===== config.mk =====
export PLATFORM = sky130hd
export DESIGN_NAME = ifetch_queue
export DESIGN_NICKNAME = d
export VERILOG_FILES = /design/src/rtl/ifetch_queue.sv
export SDC_FILE = /design/constraint.sdc
export NUM_CORES = 1
export LEC_CHECK = 0
export CORE_MARGIN = 5
export CORE_UTILIZATION = 35
export CTS_CLUSTER_DIAMETER = 100
export DETAILED_ROUTE_END_ITERATION = 8
export PLACE_DENSITY = 0.48
export SLEW_MARGIN = 20
export SYNTH_ARGS = -nofsm -noshare
export SYNTH_HDL_FRONTEND = slang
export SYNTH_SLANG_ARGS = --single-unit

===== constraint.sdc =====
create_clock -name clk_i -period 12.95 [get_ports clk_i]
set_input_delay 1.295 -clock clk_i [delete_from_list [all_inputs] [get_ports clk_i]]
set_output_delay 1.295 -clock clk_i [all_outputs]
set_load 0.02 [all_outputs]

===== src/rtl/ifetch_queue.sv =====
// rtl/ifetch_queue.sv - instruction fetch FSM with a show-ahead instruction queue
//
// Keeps the fetch PC and issues one word fetch at a time. Returned {pc, instr, jal}
// entries go into a circular queue that the decoder pops. JAL is redirected at fetch;
// other control flow is predicted not-taken and repaired by an ROB flush.
//
// Ports:
//   clk_i, rst_i          clock, asynchronous active-high reset
//   rdy_i                 global enable; all state holds while low
//   mem_req_valid_o/addr  one-cycle fetch request pulse and word address
//   mem_rsp_valid_i/data  one response pulse per request with the instruction word
//   flush_i, flush_pc_i   redirect fetch and clear the queue
//   out_valid_o/ready_i   queue head handshake towards decode
//   out_instr_o, out_pc_o head instruction and its PC
//   out_pred_taken_o      head entry was a JAL already redirected by fetch
module ifetch_queue #(
  parameter int          QUEUE_ADDR_W = 4,
  parameter logic [31:0] RESET_PC     = 32'h0
) (
  input  logic        clk_i,
  input  logic        rst_i,
  input  logic        rdy_i,
  output logic        mem_req_valid_o,
  output logic [31:0] mem_req_addr_o,
  input  logic        mem_rsp_valid_i,
  input  logic [31:0] mem_rsp_data_i,
  input  logic        flush_i,
  input  logic [31:0] flush_pc_i,
  output logic        out_valid_o,
  input  logic        out_ready_i,
  output logic [31:0] out_instr_o,
  output logic [31:0] out_pc_o,
  output logic        out_pred_taken_o
);

  localparam int DEPTH = 1 << QUEUE_ADDR_W;
  localparam logic [QUEUE_ADDR_W:0] FULL_CNT = {1'b1, {QUEUE_ADDR_W{1'b0}}};

  typedef enum logic [1:0] {
    ST_IDLE,
    ST_WAIT,
    ST_DISCARD
  } state_t;

  state_t                  state_q;
  logic [31:0]             pc_q;
  logic [31:0]             pc_d;
  logic                    mem_req_valid_q;
  logic [31:0]             mem_req_addr_q;
  logic [QUEUE_ADDR_W-1:0] head_q;
  logic [QUEUE_ADDR_W-1:0] tail_q;
  logic [QUEUE_ADDR_W:0]   count_q;
  logic [QUEUE_ADDR_W:0]   count_d;

  logic [31:0] instr_mem [DEPTH];
  logic [31:0] pc_mem    [DEPTH];
  logic        jal_mem   [DEPTH];

  logic        is_jal;
  logic [31:0] imm_j;
  logic        q_empty;
  logic        q_full;
  logic        issue;
  logic        push;
  logic        pop;

  always_comb begin
    is_jal  = (mem_rsp_data_i[6:0] == 7'b1101111);
    imm_j   = {{11{mem_rsp_data_i[31]}}, mem_rsp_data_i[31], mem_rsp_data_i[19:12],
               mem_rsp_data_i[20], mem_rsp_data_i[30:21], 1'b0};
    q_empty = (count_q == '0);
    q_full  = (count_q == FULL_CNT);
    // Flush suppresses every queue and request action in its cycle.
    issue   = rdy_i && !flush_i && (state_q == ST_IDLE) && !q_full;
    push    = rdy_i && !flush_i && (state_q == ST_WAIT) && mem_rsp_valid_i;
    pop     = rdy_i && !flush_i && !q_empty && out_ready_i;
    pc_d    = pc_q + (is_jal ? imm_j : 32'd4);
    count_d = count_q;
    if (push && !pop) begin
      count_d = count_q + 1'b1;
    end else if (pop && !push) begin
      count_d = count_q - 1'b1;
    end
  end

  always_ff @(posedge clk_i or posedge rst_i) begin
    if (rst_i) begin
      state_q         <= ST_IDLE;
      pc_q            <= RESET_PC;
      mem_req_valid_q <= 1'b0;
      mem_req_addr_q  <= 32'h0;
      head_q          <= '0;
      tail_q          <= '0;
      count_q         <= '0;
    end else begin
      // Request is a single-cycle pulse; it also drops while rdy_i is low.
      mem_req_valid_q <= issue;
      if (rdy_i) begin
        if (flush_i) begin
          pc_q    <= flush_pc_i;
          head_q  <= '0;
          tail_q  <= '0;
          count_q <= '0;
          // The outstanding response (if not arriving now) must still be swallowed.
          if (state_q == ST_WAIT) begin
            state_q <= mem_rsp_valid_i ? ST_IDLE : ST_DISCARD;
          end
        end else begin
          unique case (state_q)
            ST_IDLE: begin
              if (issue) begin
                mem_req_addr_q <= pc_q;
                state_q        <= ST_WAIT;
              end
            end
            ST_WAIT: begin
              if (mem_rsp_valid_i) begin
                pc_q    <= pc_d;
                state_q <= ST_IDLE;
              end
            end
            ST_DISCARD: begin
              if (mem_rsp_valid_i) begin
                state_q <= ST_IDLE;
              end
            end
            default: state_q <= ST_IDLE;
          endcase
          if (push) begin
            tail_q <= tail_q + 1'b1;
          end
          if (pop) begin
            head_q <= head_q + 1'b1;
          end
          count_q <= count_d;
        end
      end
    end
  end

  always_ff @(posedge clk_i) begin
    if (push) begin
      instr_mem[tail_q] <= mem_rsp_data_i;
      pc_mem[tail_q]    <= pc_q;
      jal_mem[tail_q]   <= is_jal;
    end
  end

  // Head outputs are forced to zero when empty so they are defined out of reset.
  assign mem_req_valid_o  = mem_req_valid_q;
  assign mem_req_addr_o   = mem_req_addr_q;
  assign out_valid_o      = !q_empty;
  assign out_instr_o      = q_empty ? 32'h0 : instr_mem[head_q];
  assign out_pc_o         = q_empty ? 32'h0 : pc_mem[head_q];
  assign out_pred_taken_o = q_empty ? 1'b0 : jal_mem[head_q];

endmodule


======== Word level (Yosys, flattened, before mapping) ========
Memory sizes are Yosys's and may differ from the RTL's.
Index checks and enable logic that the tools add are counted.
operators by class
  reductions and logical operators ........ 28
  bitwise gates (word level) .............. 1
  eq/ne operators ......................... 7
  mux-type cells .......................... 22
  add/sub/neg operators ................... 5
operators by type and width
  cell                                                                      number
  32-bit 2-to-1 mux                                                         6
  32-bit adder                                                              1
  4-bit 2-to-1 mux                                                          4
  5-bit 2-to-1 mux                                                          3
  2-bit 2-to-1 mux                                                          5
  1-bit logical AND                                                         9
  4-bit by 1-bit adder with 4-bit output (second input constant)            2
  4-bit AND reduction                                                       2
  2-bit nonzero test                                                        4
  7-bit == test (second input constant)                                     1
  2-bit AND reduction                                                       3
  5-bit by 1-bit adder with 5-bit output (second input constant)            1
  5-bit == test (second input constant)                                     1
  1-bit zero test                                                           5
  5-bit zero test                                                           1
  5-bit by 1-bit subtractor with 5-bit output (second input constant)       1
  2-bit case mux with 2 select lines                                        1
  1-bit 2-to-1 mux                                                          3
  3-bit by 1-bit inequality test with 1-bit output (second input constant)  1
  3-bit inequality test (second input constant)                             1
  3-bit AND reduction                                                       1
  3-bit nonzero test                                                        1
  2-bit by 1-bit == test with 1-bit output (second input constant)          1
  2-bit == test (second input constant)                                     1
  4 further kinds                                                           4
storage, ports and cells
  RAM bits ................................ 1040
  input bits .............................. 70
  bits in registers ....................... 80
  word-level logic and storage cells ...... 73
  memories kept ........................... 3
  output and inout bits ................... 99
memories
  memory     depth  width  rd ports  clocked after memory_dff  write ports  line  source
  instr_mem  16     32     1         0                         1            55    logic [31:0] instr_mem [DEPTH];
  pc_mem     16     32     1         0                         1            56    logic [31:0] pc_mem [DEPTH];
  jal_mem    16     1      1         0                         1            57    logic jal_mem [DEPTH];

======== Longest topological paths before layout ========
  depth after elaboration ................. 9
  depth in mapped cells ................... 13
  mapped depth without buffers ............ 13

======== Worst setup path after synthesis ========
Ideal clock, no wire load.
  path type ............................... in2reg
  start ................................... in rdy_i
  end ..................................... mem instr_mem[0][0] (enable)
  cell stages on the path ................. 5
  path slack .............................. 4.059 ns
  data arrival time ....................... 8.243 ns
  path buffers ............................ 1
  cells stage by stage .................... clkinv_1 -> nor2_1 -> nand2_1 -> clkbuf_1 -> nor4_1
on the way
  cells in the longest elaborated chain, start to end .. 5
RTL lines
  element                                 line  source
  from (decl)                             22    input logic rdy_i,
  1-bit logical AND (3 in a row)          75    push = rdy_i && !flush_i && (state_q == ST_WAIT) && mem_rsp_valid_i;
  1-bit 2-to-1 mux                        142   if (push) begin
  1-bit 2-to-1 mux (implied by the code)  143   instr_mem[tail_q] <= mem_rsp_data_i;
  to (decl)                               55
Every way passes these cells.

======== Final worst setup path ========
  start ................................... reg head_q[0]
  end ..................................... out out_pc_o[28]
on the way
  cells in the longest elaborated chain, start to end .. 2
RTL lines
  element                  line  source
  from (decl)              50    logic [QUEUE_ADDR_W-1:0] head_q;
  from (signal assigned)   133   head_q <= head_q + 1'b1;
  memory read 16 x 32 bit  --
  32-bit 2-to-1 mux        154   assign out_pc_o = q_empty ? 32'h0 : pc_mem[head_q];
  to (decl)                32    output logic [31:0] out_pc_o,
Every way passes these cells.

==> results.sh <==
export IMPL_status="finished clean"
export IMPL_gp_congestion=0.807
export IMPL_drtIter0Drc=2216
export IMPL_grt_pass1_vias=23300
export IMPL_total_negative_slack_ns=0
export IMPL_clk_insertion_delay_late_ns=0.69
export IMPL_route_detailed_vias_per_inst=5.41
export IMPL_finalMaxSlewViolations=0
export IMPL_cts_hold_buffers_added=0
export IMPL_period_share_pct=47.8
export IMPL_finalSetupViolations=0
export IMPL_synth_simple_gate_area_share_pct=3.24
export IMPL_floorplan_initialDensity_pct=35.1
export IMPL_intPower_mw=7.27
export IMPL_timing_critical_path_slowest_stage_cell="sky130_fd_sc_hd__dfrtp_4"
export IMPL_clock_skews_ns=0.0300
export IMPL_std_cell_rows=131
export IMPL_postSynth_asyncResetShare_pct=7.14
export IMPL_via_count=22100
export IMPL_crit_path_frequent_cell="sky130_fd_sc_hd__mux4_2"
export IMPL_fp_dieH_microns=367
export IMPL_timing_critical_path_fanout_max=48
export IMPL_combPwrFrac_pct=24.0
export IMPL_place_area_sq_um=48500
export IMPL_fin_total_pwr_mw=10.0
export IMPL_dieWidth_microns=367
export IMPL_worstPathArrival_ns=4.90
export IMPL_timing_worst_slew_pin_value_ns=1.09
export IMPL_total_leakage_power_nw=16.3
export IMPL_finish_net_count=2420
export IMPL_data_required_critical_path_ns=11.65
export IMPL_final_period_minus_worst_setup_slack_ns=6.19
export IMPL_grt_total_usage_pct=17.6
export IMPL_synth_compound_area_share_pct=2.35
export IMPL_synth_area_mux_share_pct=17.5
export IMPL_switchingPower_mw=2.78
export IMPL_avgSynthCellArea_sq_um=21.3
export IMPL_clock_sinks=1120
export IMPL_area_of_the_multi_input_gates_sq_um=11000
export IMPL_design_area_sq_um=52300
export IMPL_seq_power_share_pct=43.2
export IMPL_cpLargestDelayFamily="buffers and inverters"
export IMPL_max_slew_margin_pct=26.8
export IMPL_grt_first_pass_wirelength_microns=172000
export IMPL_power_switching_share_pct=27.7
export IMPL_yosys_area_top_type="sky130_fd_sc_hd__edfxtp_1"
export IMPL_synthesis_yosys_warnings=0
export IMPL_post_cts_resize_count=0
export IMPL_layout_common_cells="sky130_fd_sc_hd__edfxtp_1 (1040), sky130_fd_sc_hd__mux4_2 (325), sky130_fd_sc_hd__clkdlybuf4s50_1 (167)"
export IMPL_crit_type="flip-flop to output pin"
export IMPL_max_cap_violations=0
export IMPL_post_synth_main_area_contributors="sky130_fd_sc_hd__edfxtp_1 (70%), sky130_fd_sc_hd__mux4_2 (16%), sky130_fd_sc_hd__dfrtp_1 (4.5%)"
export IMPL_syn_to_final_growth_pct=17.0
export IMPL_synth_xor_xnor_area_share_pct=0.353
export IMPL_commonest_non_fill_non_tap_cell_in_the_layout="sky130_fd_sc_hd__edfxtp_1"
export IMPL_p_per_area_nw_per_um2=192
export IMPL_critical_path_endpoint_type="output pin"
export IMPL_die_area_sq_um=135000
export IMPL_top_level_ports=169
export IMPL_post_dr_wirelength_cell_microns=29.4
export IMPL_yosysSeqAreaShare_pct=74.4
export IMPL_crit_chain="buf_6 > buf_4 > mux4_2 > mux4_2 > and2_1 > clkdlybuf4s50_1"
export IMPL_tritoncts_num_buffers=116
export IMPL_grt_ovf=0
export IMPL_synth_area_sq_um=44700
export IMPL_detail_route_antenna_nets=0
export IMPL_synth_top_family_by_area="multiplexers"
export IMPL_synth_edff_count=1040
export IMPL_yosys_area_top_type_share_pct=69.9
export IMPL_path_clk_slew_ns=0.06
export IMPL_clock_power_share_pct=32.8
export IMPL_number_of_antenna_violations_at_the_first_check_in_global_routing=11
export IMPL_fraction_of_the_mapped_netlist_area_in_adder_cells_pct=0.902
export IMPL_postSynthRegisterBits=1120
export IMPL_cts_setup_buffers=0
export IMPL_grt_max_degree=107
export IMPL_ir_drop_worst_case_vdd_v=0.000103
export IMPL_final_hold_worst_slack_ns=0.506
export IMPL_cts_root_to_sink_buffers=3
export IMPL_cp_start_kind="flip-flop"
export IMPL_timing_fmax_ghz=0.161
export IMPL_cpPeakStageDelay_ns=0.80
export IMPL_layout_area_seq_sq_um=33200
export IMPL_post_synthesis_net_count=2197
export IMPL_clockRootBuffer="sky130_fd_sc_hd__clkbuf_16"
export IMPL_hold_path_class="flip-flop to flip-flop"
export IMPL_placeableCoreArea_sq_um=127000
export IMPL_synth_cells=2096
export IMPL_grt_setup_unrepaired="no"
export IMPL_worst_path_buf_inv=3
export IMPL_final_hold_viol_count=0
export IMPL_fill_cells=11200
export IMPL_htreeDepth=3
export IMPL_final_core_utilization_pct=41.1
export IMPL_drc_errors=0
export IMPL_clock_tree_from_tritoncts="done"
export IMPL_unique_cell_type_count_in_the_yosys_netlist=69
export IMPL_synth_flop_cell="sky130_fd_sc_hd__edfxtp_1"
export IMPL_io_buffers=168
export IMPL_drt_wl_total_microns=120000
export IMPL_dp_hpwl_microns=65900
export IMPL_fraction_of_final_layout_cells_sized_beyond_drive_strength_1_pct=25.0
export IMPL_drtPass1Iterations=7
-- power by group through the flow --
stage          combinational (mW)  clock, mW  sequential, mW
6_report                     2.41       3.30            4.34
5_1_grt                      2.58       3.54            4.36
4_1_cts                      2.47       3.37            4.34
3_5_place_dp                 2.46          0            4.42
3_3_place_gp                 2.44          0            4.41
2_1_floorplan                1.51          0            4.34
-- kinds of logic (layout without fill, tap and decap cells) --
group | after synthesis | in the layout
buf+inv | 133 | 452
xor+xnor | 18 | 18
compound gates | 155 | 155
fa+ha+maj | 31 | 31
mux | 372 | 372
flops | 1120 | 1120
simple gates | 267 | 267
other cells | 0 | 6
-- final timing paths --
path | slack (ns) | to | startpoint | cells after the start
worst max-delay path | 6.76 | out_pc_o[28] | head_q[0] | 6
worst min-delay path | 0.51 | state_q[1] | state_q[1] | 1
worst max register to register | 8.75 | pc_q[31] | pc_q[1] | 10
worst min register to register | 0.51 | state_q[1] | state_q[1] | 1
max in group asynchronous | 10.73 | head_q[3] | rst_i | 3
min in group asynchronous | 0.94 | mem_req_addr_o[28] | rst_i | 2
-- state kept, by name (all words and copies together) (netlist names) --
name	count
instr_mem	512
pc_mem	512
mem_req_addr_o	32
pc_q	32
jal_mem	16
count_q	5
head_q	4
tail_q	4
state_q	2
mem_req_valid_o	1
-- cell type report --
cell class / instances / share of cell area (%)
inverters: 21 / 0.156
clock inverters: 54 / 0.994
diodes: 6 / 0.0287
repair buffers: 217 / 4.00
clock buffers: 160 / 6.18
flip-flops and latches: 1120 / 63.6
well taps: 1662 / 3.98
multi-input cells: 843 / 21.0
-- synthesized netlist by cell type (all sizes together), types with 2 or more instances --
cell type,number
o211ai,6
nor3,7
a21oi,39
dfrtp,80
o21a,3
o41ai,2
a211oi,6
o21ai,34
a311o,2
nand3,24
mux2i,14
mux2,33
and4,3
o221ai,2
a2bb2oi,2
xor2,7
or3,4
a31oi,3
inv,19
nand2,51
edfxtp,1040
nand4,7
fa,2
a21o,9
o21bai,4
nor4,15
or4,4
o2bb2ai,3
xnor2,11
and3,11
clkinv,2
mux4,325
and2,92
a22oi,9
nor2,38
o31ai,4
a211o,3
clkbuf,63
ha,29
o22ai,14
nand2b,5
buf,49
a32o,3
-- routing by layer --
metal	vias to the layer above	share of wire, %	GRT usage (%)	wire, microns
li1	9238	-	-	-
met1	12000	44	24.9	53100
met2	708	48	28.9	58000
met3	153	5.5	2.97	6570
met4	0	1.8	3.74	2190
met5	-	0	0	0
-- through the flow --
step                cells  setup WS, ns
floorplan            2096          4.06
global placement     3862          6.76
detailed placement   3862          6.67
CTS                  4076          6.27
global route         4077          6.39
finish               4083          6.76
(Power assumes the default switching activity.)
